[src/rtl/display_pkg.sv]
// Shared constants for the lock's seven-segment display path.
package display_pkg;

  localparam logic [3:0] CODE_BLANK = 4'hE;
  localparam logic [3:0] CODE_U     = 4'hA;
  localparam logic [3:0] CODE_B     = 4'hB;
  localparam logic [3:0] CODE_C     = 4'hC;
  localparam logic [3:0] CODE_L     = 4'hD;
  localparam logic [3:0] CODE_N     = 4'hF;
  localparam logic [3:0] CODE_ZERO  = 4'h0;

  localparam int DEFAULT_NDIGITS      = 8;
  localparam int DEFAULT_PRESCALE     = 100000;
  localparam int DEFAULT_FLASH_FRAMES = 64;

endpackage

[src/rtl/display_scan_if.sv]
// Frame-load handshake and display drive lines between the lock logic and the scanner.
interface display_scan_if
  import display_pkg::*;
#(
  parameter int NDIGITS = DEFAULT_NDIGITS
);

  logic                   load;
  logic [4*NDIGITS-1:0]   digits_in;
  logic [NDIGITS-1:0]     enables_in;
  logic [NDIGITS-1:0]     points_in;
  logic [NDIGITS-1:0]     flash_in;
  logic                   load_ack;
  logic [3:0]             digit_code;
  logic [NDIGITS-1:0]     anode_n;
  logic                   dp_n;
  logic                   frame_tick;

  modport master (
    output load, digits_in, enables_in, points_in, flash_in,
    input  load_ack, digit_code, anode_n, dp_n, frame_tick
  );

  modport slave (
    input  load, digits_in, enables_in, points_in, flash_in,
    output load_ack, digit_code, anode_n, dp_n, frame_tick
  );

endinterface

[src/rtl/tick_gen.sv]
// Modulo-N counter advancing on en_i; tc_o flags the enabled cycle that wraps it.
module tick_gen #(
  parameter int N = 4,
  parameter int W = (N > 1) ? $clog2(N) : 1
) (
  input  logic         clk_i,
  input  logic         rst_ni,
  input  logic         en_i,
  output logic [W-1:0] count_o,
  output logic         tc_o
);

  logic [W-1:0] count_q;
  logic         at_top_s;

  assign at_top_s = (count_q == W'(N - 1));
  assign tc_o     = en_i && at_top_s;
  assign count_o  = count_q;

  // Count 0..N-1 while enabled, wrapping at the top.
  always_ff @(posedge clk_i or negedge rst_ni) begin
    if (!rst_ni) begin
      count_q <= '0;
    end else if (en_i) begin
      if (at_top_s) begin
        count_q <= '0;
      end else begin
        count_q <= count_q + 1'b1;
      end
    end else begin
      count_q <= count_q;
    end
  end

endmodule

[src/rtl/display_scan.sv]
// Eight-digit common-anode scanner: one digit per slot, guard cycle per slot,
// per-digit blank/flash, and a shadow frame swapped in only at frame end.
module display_scan
  import display_pkg::*;
#(
  parameter int NDIGITS      = DEFAULT_NDIGITS,
  parameter int PRESCALE     = DEFAULT_PRESCALE,
  parameter int FLASH_FRAMES = DEFAULT_FLASH_FRAMES
) (
  input  logic           clock,
  input  logic           reset_n,
  display_scan_if.slave  bus
);

  localparam int SW = $clog2(NDIGITS);
  localparam int PW = (PRESCALE > 1) ? $clog2(PRESCALE) : 1;
  localparam int FW = (FLASH_FRAMES > 1) ? $clog2(FLASH_FRAMES) : 1;

  logic [PW-1:0] pre_count_s;
  logic [FW-1:0] flash_count_unused_s;
  logic          slot_end_s;
  logic          frame_end_s;
  logic          flash_tc_s;
  logic          transfer_s;
  logic          shown_s;

  logic [SW-1:0]          slot_q,      slot_d;
  logic [4*NDIGITS-1:0]   disp_code_q, disp_code_d;
  logic [NDIGITS-1:0]     disp_en_q,   disp_en_d;
  logic [NDIGITS-1:0]     disp_pt_q,   disp_pt_d;
  logic [NDIGITS-1:0]     disp_fl_q,   disp_fl_d;
  logic [4*NDIGITS-1:0]   sh_code_q,   sh_code_d;
  logic [NDIGITS-1:0]     sh_en_q,     sh_en_d;
  logic [NDIGITS-1:0]     sh_pt_q,     sh_pt_d;
  logic [NDIGITS-1:0]     sh_fl_q,     sh_fl_d;
  logic                   pending_q,   pending_d;
  logic                   phase_q,     phase_d;
  logic [NDIGITS-1:0]     anode_q,     anode_d;
  logic [3:0]             code_q,      code_d;
  logic                   dp_q,        dp_d;
  logic                   ack_q,       ack_d;
  logic                   tick_q,      tick_d;

  tick_gen #(.N(PRESCALE), .W(PW)) u_prescale (
    .clk_i   (clock),
    .rst_ni  (reset_n),
    .en_i    (1'b1),
    .count_o (pre_count_s),
    .tc_o    (slot_end_s)
  );

  tick_gen #(.N(FLASH_FRAMES), .W(FW)) u_flash (
    .clk_i   (clock),
    .rst_ni  (reset_n),
    .en_i    (frame_end_s),
    .count_o (flash_count_unused_s),
    .tc_o    (flash_tc_s)
  );

  assign frame_end_s = slot_end_s && (slot_q == SW'(NDIGITS - 1));
  assign transfer_s  = frame_end_s && pending_q;

  // Next-state for slot, frame buffers, flash phase and the registered outputs.
  always_comb begin
    slot_d      = slot_q;
    disp_code_d = disp_code_q;
    disp_en_d   = disp_en_q;
    disp_pt_d   = disp_pt_q;
    disp_fl_d   = disp_fl_q;
    sh_code_d   = sh_code_q;
    sh_en_d     = sh_en_q;
    sh_pt_d     = sh_pt_q;
    sh_fl_d     = sh_fl_q;
    pending_d   = pending_q;
    phase_d     = phase_q;

    if (slot_end_s) begin
      slot_d = (slot_q == SW'(NDIGITS - 1)) ? '0 : slot_q + 1'b1;
    end else begin
      slot_d = slot_q;
    end

    if (flash_tc_s) begin
      phase_d = ~phase_q;
    end else begin
      phase_d = phase_q;
    end

    // Transfer reads the old shadow; a same-cycle load only refills the shadow.
    if (transfer_s) begin
      disp_code_d = sh_code_q;
      disp_en_d   = sh_en_q;
      disp_pt_d   = sh_pt_q;
      disp_fl_d   = sh_fl_q;
      pending_d   = 1'b0;
    end else begin
      pending_d   = pending_q;
    end

    if (bus.load) begin
      sh_code_d = bus.digits_in;
      sh_en_d   = bus.enables_in;
      sh_pt_d   = bus.points_in;
      sh_fl_d   = bus.flash_in;
      pending_d = 1'b1;
    end else begin
      sh_code_d = sh_code_q;
    end

    shown_s = disp_en_q[slot_q] && !(disp_fl_q[slot_q] && !phase_q);
    if (shown_s) begin
      code_d = disp_code_q[{slot_q, 2'b00} +: 4];
      dp_d   = ~disp_pt_q[slot_q];
      if (pre_count_s == PW'(0)) begin
        anode_d = '1;
      end else begin
        anode_d = ~({{(NDIGITS-1){1'b0}}, 1'b1} << slot_q);
      end
    end else begin
      code_d  = CODE_BLANK;
      dp_d    = 1'b1;
      anode_d = '1;
    end

    ack_d  = transfer_s;
    tick_d = frame_end_s;
  end

  // State and output registers.
  always_ff @(posedge clock or negedge reset_n) begin
    if (!reset_n) begin
      slot_q      <= '0;
      disp_code_q <= {NDIGITS{CODE_BLANK}};
      disp_en_q   <= '0;
      disp_pt_q   <= '0;
      disp_fl_q   <= '0;
      sh_code_q   <= '0;
      sh_en_q     <= '0;
      sh_pt_q     <= '0;
      sh_fl_q     <= '0;
      pending_q   <= 1'b0;
      phase_q     <= 1'b1;
      anode_q     <= '1;
      code_q      <= CODE_BLANK;
      dp_q        <= 1'b1;
      ack_q       <= 1'b0;
      tick_q      <= 1'b0;
    end else begin
      slot_q      <= slot_d;
      disp_code_q <= disp_code_d;
      disp_en_q   <= disp_en_d;
      disp_pt_q   <= disp_pt_d;
      disp_fl_q   <= disp_fl_d;
      sh_code_q   <= sh_code_d;
      sh_en_q     <= sh_en_d;
      sh_pt_q     <= sh_pt_d;
      sh_fl_q     <= sh_fl_d;
      pending_q   <= pending_d;
      phase_q     <= phase_d;
      anode_q     <= anode_d;
      code_q      <= code_d;
      dp_q        <= dp_d;
      ack_q       <= ack_d;
      tick_q      <= tick_d;
    end
  end

  assign bus.anode_n    = anode_q;
  assign bus.digit_code = code_q;
  assign bus.dp_n       = dp_q;
  assign bus.load_ack   = ack_q;
  assign bus.frame_tick = tick_q;

endmodule

[src/flat_wrapper.sv]
// flat-port wrapper written by rule: the top's interface ports become plain ports
module display_scan_flat import display_pkg::*;
#(
  parameter int NDIGITS      = DEFAULT_NDIGITS,
  parameter int PRESCALE     = DEFAULT_PRESCALE,
  parameter int FLASH_FRAMES = DEFAULT_FLASH_FRAMES
)
  (clock, reset_n, bus_load, bus_digits_in, bus_enables_in, bus_points_in, bus_flash_in, bus_load_ack, bus_digit_code, bus_anode_n, bus_dp_n, bus_frame_tick);
  display_scan_if #(.NDIGITS(NDIGITS)) bus_i ();
  input  logic clock;
  input  logic reset_n;
  input wire logic [$bits(bus_i.load)-1:0] bus_load;
  input wire logic [$bits(bus_i.digits_in)-1:0] bus_digits_in;
  input wire logic [$bits(bus_i.enables_in)-1:0] bus_enables_in;
  input wire logic [$bits(bus_i.points_in)-1:0] bus_points_in;
  input wire logic [$bits(bus_i.flash_in)-1:0] bus_flash_in;
  output wire logic [$bits(bus_i.load_ack)-1:0] bus_load_ack;
  output wire logic [$bits(bus_i.digit_code)-1:0] bus_digit_code;
  output wire logic [$bits(bus_i.anode_n)-1:0] bus_anode_n;
  output wire logic [$bits(bus_i.dp_n)-1:0] bus_dp_n;
  output wire logic [$bits(bus_i.frame_tick)-1:0] bus_frame_tick;
  assign bus_i.load = bus_load;
  assign bus_i.digits_in = bus_digits_in;
  assign bus_i.enables_in = bus_enables_in;
  assign bus_i.points_in = bus_points_in;
  assign bus_i.flash_in = bus_flash_in;
  assign bus_load_ack = bus_i.load_ack;
  assign bus_digit_code = bus_i.digit_code;
  assign bus_anode_n = bus_i.anode_n;
  assign bus_dp_n = bus_i.dp_n;
  assign bus_frame_tick = bus_i.frame_tick;
  display_scan #(.NDIGITS(NDIGITS), .PRESCALE(PRESCALE), .FLASH_FRAMES(FLASH_FRAMES)) u_core (.clock(clock), .reset_n(reset_n), .bus(bus_i));
endmodule
[config.mk]
export PLATFORM = sky130hd
export DESIGN_NAME = display_scan_flat
export DESIGN_NICKNAME = d
export VERILOG_FILES = /design/src/rtl/display_pkg.sv /design/src/rtl/display_scan_if.sv /design/src/rtl/tick_gen.sv /design/src/rtl/display_scan.sv /design/src/flat_wrapper.sv
export SDC_FILE = /design/constraint.sdc
export NUM_CORES = 1
export LEC_CHECK = 0
export ABC_AREA = 1
export BUFFER_PORTS_ARGS = -buffer_cell sky130_fd_sc_hd__buf_4
export CAP_MARGIN = 30
export CORE_UTILIZATION = 29
export DETAILED_ROUTE_END_ITERATION = 10
export HOLD_SLACK_MARGIN = 0.03
export PLACE_DENSITY_LB_ADDON = 0.25
export SLEW_MARGIN = 20
export SYNTH_ARGS = -nofsm -noshare
export SYNTH_HDL_FRONTEND = slang
export SYNTH_SLANG_ARGS = --single-unit
[constraint.sdc]
create_clock -name clock -period 1.87 [get_ports clock]
set_clock_uncertainty 0.2 [all_clocks]
set_input_delay 0.0935 -clock clock [delete_from_list [all_inputs] [get_ports clock]]
set_output_delay 0.0935 -clock clock [all_outputs]
set_load 0.01 [all_outputs]
==> metrics.txt <==
status finished, violations left; failing checks setup timing; placed wire-length estimate 11.2 mm; fmax 529 MHz; CP Launch Point u_core.u_prescale.count_o[1]; R2R setup slack -0.02 ns; clock transition at the registers of the reported paths 0.06 ns; row cnt 56; Die X-Extent 156 µm; CP peak stage delay 0.40 ns; ratio of cells with drive above 1 in the final layout 0.272; crit path cell chain ha_4 -> nand2_4 -> nor2_4 -> nand3_2 -> nor2_4 -> nand3_4 -> buf_12 -> inv_16 -> clkbuf_16 -> nand2_1 -> nand2_1; maximum vdd drop 0.582 mV; top cells by area, synth dfrtp_1 (43%), nand2_1 (20%), dfstp_2 (14%); Yosys reg bits 155; final setup fails 14; Rel. slew slack 0.704; DRC viols 0; R2R cell count 11; Final Wtd Congestion 0.853; synth warn 0; Antenna Cells 0; setup_tns -0.0998 ns; fraction of the yosys area taken by sequential cells 0.568; Worst EP arrival 2.06 ns; Die ar. 0.0244 mm²; Power Dens Cells 713 mW/mm²; Hold Slack 0.0925 ns; die height 156 µm; critical path fanouts, max 8; Post-Route WL 18.5 mm; Via density 4.28; most numerous cell in the Yosys netlist nand2_1; Unique masters post-synth 27; CTS tree done; total track usage 0.150; Post-synth EDFFs 0; Area Overhead vs Synth 51.5%; first-pass GRT wire length 28.7 mm; Avg Cell Area, Syn 8.33 µm²; fin crit share 1.01; startpoint types flip-flop; Hold WC Path Type input pin to asynchronous set/reset pin; CP endpoint u_core.disp_fl_q[7]; Max Slew Vio Count 0; CTS Buffer Depth 2; WP data required 2.04 ns; Worst setup EP type flip-flop; Max Cap Viol 0; Num Clock Sinks 155; Initial Util 0.295; initial antenna violation count 0; Cell Area, Synth 0.00691 mm²; WL/cell 13.2 µm; fillers 2311; First DRT Iteration DRCs 318; DR pass1 iterations 5; largest net degree at the start of global routing 70; post-synth top area share 0.428; Clk Latency, worst-skew pair 0.43 ns; Final WS setup -0.0215 ns; CTS Root Cell clkbuf_16; aggregate global routing overflow 0; RR Endpoint u_core.disp_fl_q[7]; min Tclk post-route 1.89 ns; Syn Nets 897; final hold vios 0; Post-synth ARST share 1.00; H-Tree Depth 4; I/O Pins 74; Num CTS Buffers 17; Primary FF master, synth dfrtp_1; RSZ-0062 raised after global routing true; r2r startpoint u_core.u_prescale.count_o[1]; Core Box Area 0.0234 mm²; slowest cell on the critical path dfrtp_1; Crit Path Class flip-flop to flip-flop; # nets final 1137; via count 6000; Pleak 5.06 nW; Port Buffers 73; vias in the first global route 5807; Cells after Synth 829; Post-synth top cells nand2_1 (372), dfrtp_1 (118), inv_1 (59); area leader, netlist dfrtp_1; slew of the pin with the lowest slew margin 0.443 ns; ANT nets after route 0
-- routing by layer --
layer	routed length, µm	global-route usage	share of wire	vias to the layer above
met1	8840	0.203	0.48	2840
met4	279	0.0476	0.015	0
met5	0	0	0	-
met3	437	0.0291	0.024	20
met2	8920	0.243	0.48	84
li1	-	-	-	3056
-- how the worst min path moves through the flow --
stage                        from                            end  cells after the start
after global routing      reset_n          u_core.bus.anode_n[2]                      2
after floorplan           reset_n       u_core.bus.digit_code[0]                      0
after detailed placement  reset_n  u_core.u_prescale.count_o[14]                      1
after CTS                 reset_n          u_core.bus.anode_n[4]                      2
final                     reset_n                u_core.bus.dp_n                      2
after global placement    reset_n  u_core.u_prescale.count_o[14]                      1
-- metrics by stage --
step                setup slack, ns  std cells  total power, mW  utilization  area, µm²
floorplan                     0.119        829             3.69            -       6910
global placement            -0.0286       1236             3.92        0.347       8120
detailed placement          -0.0962       1236             3.93        0.347       8120
CTS                        0.000856       1396             7.57        0.427      10000
global route                 -0.121       1401             7.77        0.447      10500
finish                      -0.0215       1401             7.46        0.447      10500
-- cell usage in the layout, fill, tap and decap left out, types with 3 or more instances in the layout --
master / count
clkinv_4: 4
a21oi_1: 10
inv_1: 59
nor2_2: 5
ha_1: 6
nor3_1: 7
dfrtp_1: 117
nand2_1: 321
nor2_1: 50
clkinvlp_4: 3
nand4_1: 6
buf_4: 116
o21ai_0: 43
xor2_1: 7
nand2_2: 37
clkbuf_16: 25
o22ai_1: 6
o21ai_2: 17
and3_1: 3
dlygate4sd3_1: 116
buf_12: 9
nand3_1: 33
buf_6: 6
nand2_4: 15
clkinv_2: 3
dfstp_2: 37
-- where the power goes --
group | switching, mW | internal, mW | leakage (nW)
registers | 0.0728 | 3.47 | 1.91
clock network | 1.41 | 1.97 | 0.278
logic | 0.235 | 0.302 | 2.87
-- logic make-up (layout without fill, tap and decap cells) --
group                      Yosys count  after routing  synth area share
DFF                                155            155             0.568
xor gates and xnor gates             7              7           0.00888
buffers and inverters               98            351            0.0639
adders and majority gates            9              9            0.0163
AOI/OAI and AO/OA                   79             79            0.0670
and+or+nand+nor                    481            481             0.276
-- flip-flops by register name, summed over array words and instances, names as in the netlist --
| register | cells |
|---|---|
| u_core.disp_en_q | 8 |
| u_core.disp_pt_q | 8 |
| u_core.sh_fl_q | 8 |
| u_core.sh_pt_q | 8 |
| u_core.u_prescale.count_o | 17 |
| u_core.bus.load_ack | 1 |
| u_core.sh_en_q | 8 |
| u_core.bus.frame_tick | 1 |
| u_core.bus.anode_n | 8 |
| u_core.bus.dp_n | 1 |
| u_core.slot_q | 3 |
| u_core.bus.digit_code | 4 |
| u_core.pending_q | 1 |
| u_core.u_flash.count_o | 6 |
| u_core.disp_fl_q | 8 |
| u_core.phase_q | 1 |
| u_core.disp_code_q | 32 |
| u_core.sh_code_q | 32 |
-- critical path: cells and delay by family, from the launching register on --
family	cells	cell delay, ns
simple gates	7	0.63
buf+inv	3	0.43
flops	1	0.40
fa+ha+maj	1	0.16
-- layout make-up --
cell class | count | area (µm²) | area share
sequential | 155 | 3930 | 0.375
inverter | 62 | 253 | 0.0241
tap | 319 | 399 | 0.0381
clock buffer | 19 | 433 | 0.0414
multi-input combinational | 576 | 2800 | 0.268
clock inverter | 13 | 143 | 0.0136
timing repair buffer | 257 | 2510 | 0.240
-- what timing repair did --
action / 4_1_cts / 5_1_grt
hold endpoints to repair: 203 / 1
cloned: 0 / 12
gates resized for setup: 3 / 91
buffers inserted: 0 / 5
hold buffers: 128 / 1
pin swaps: 0 / 12
setup endpoints to repair: 58 / 89
Power figures use the tool's default switching activity.
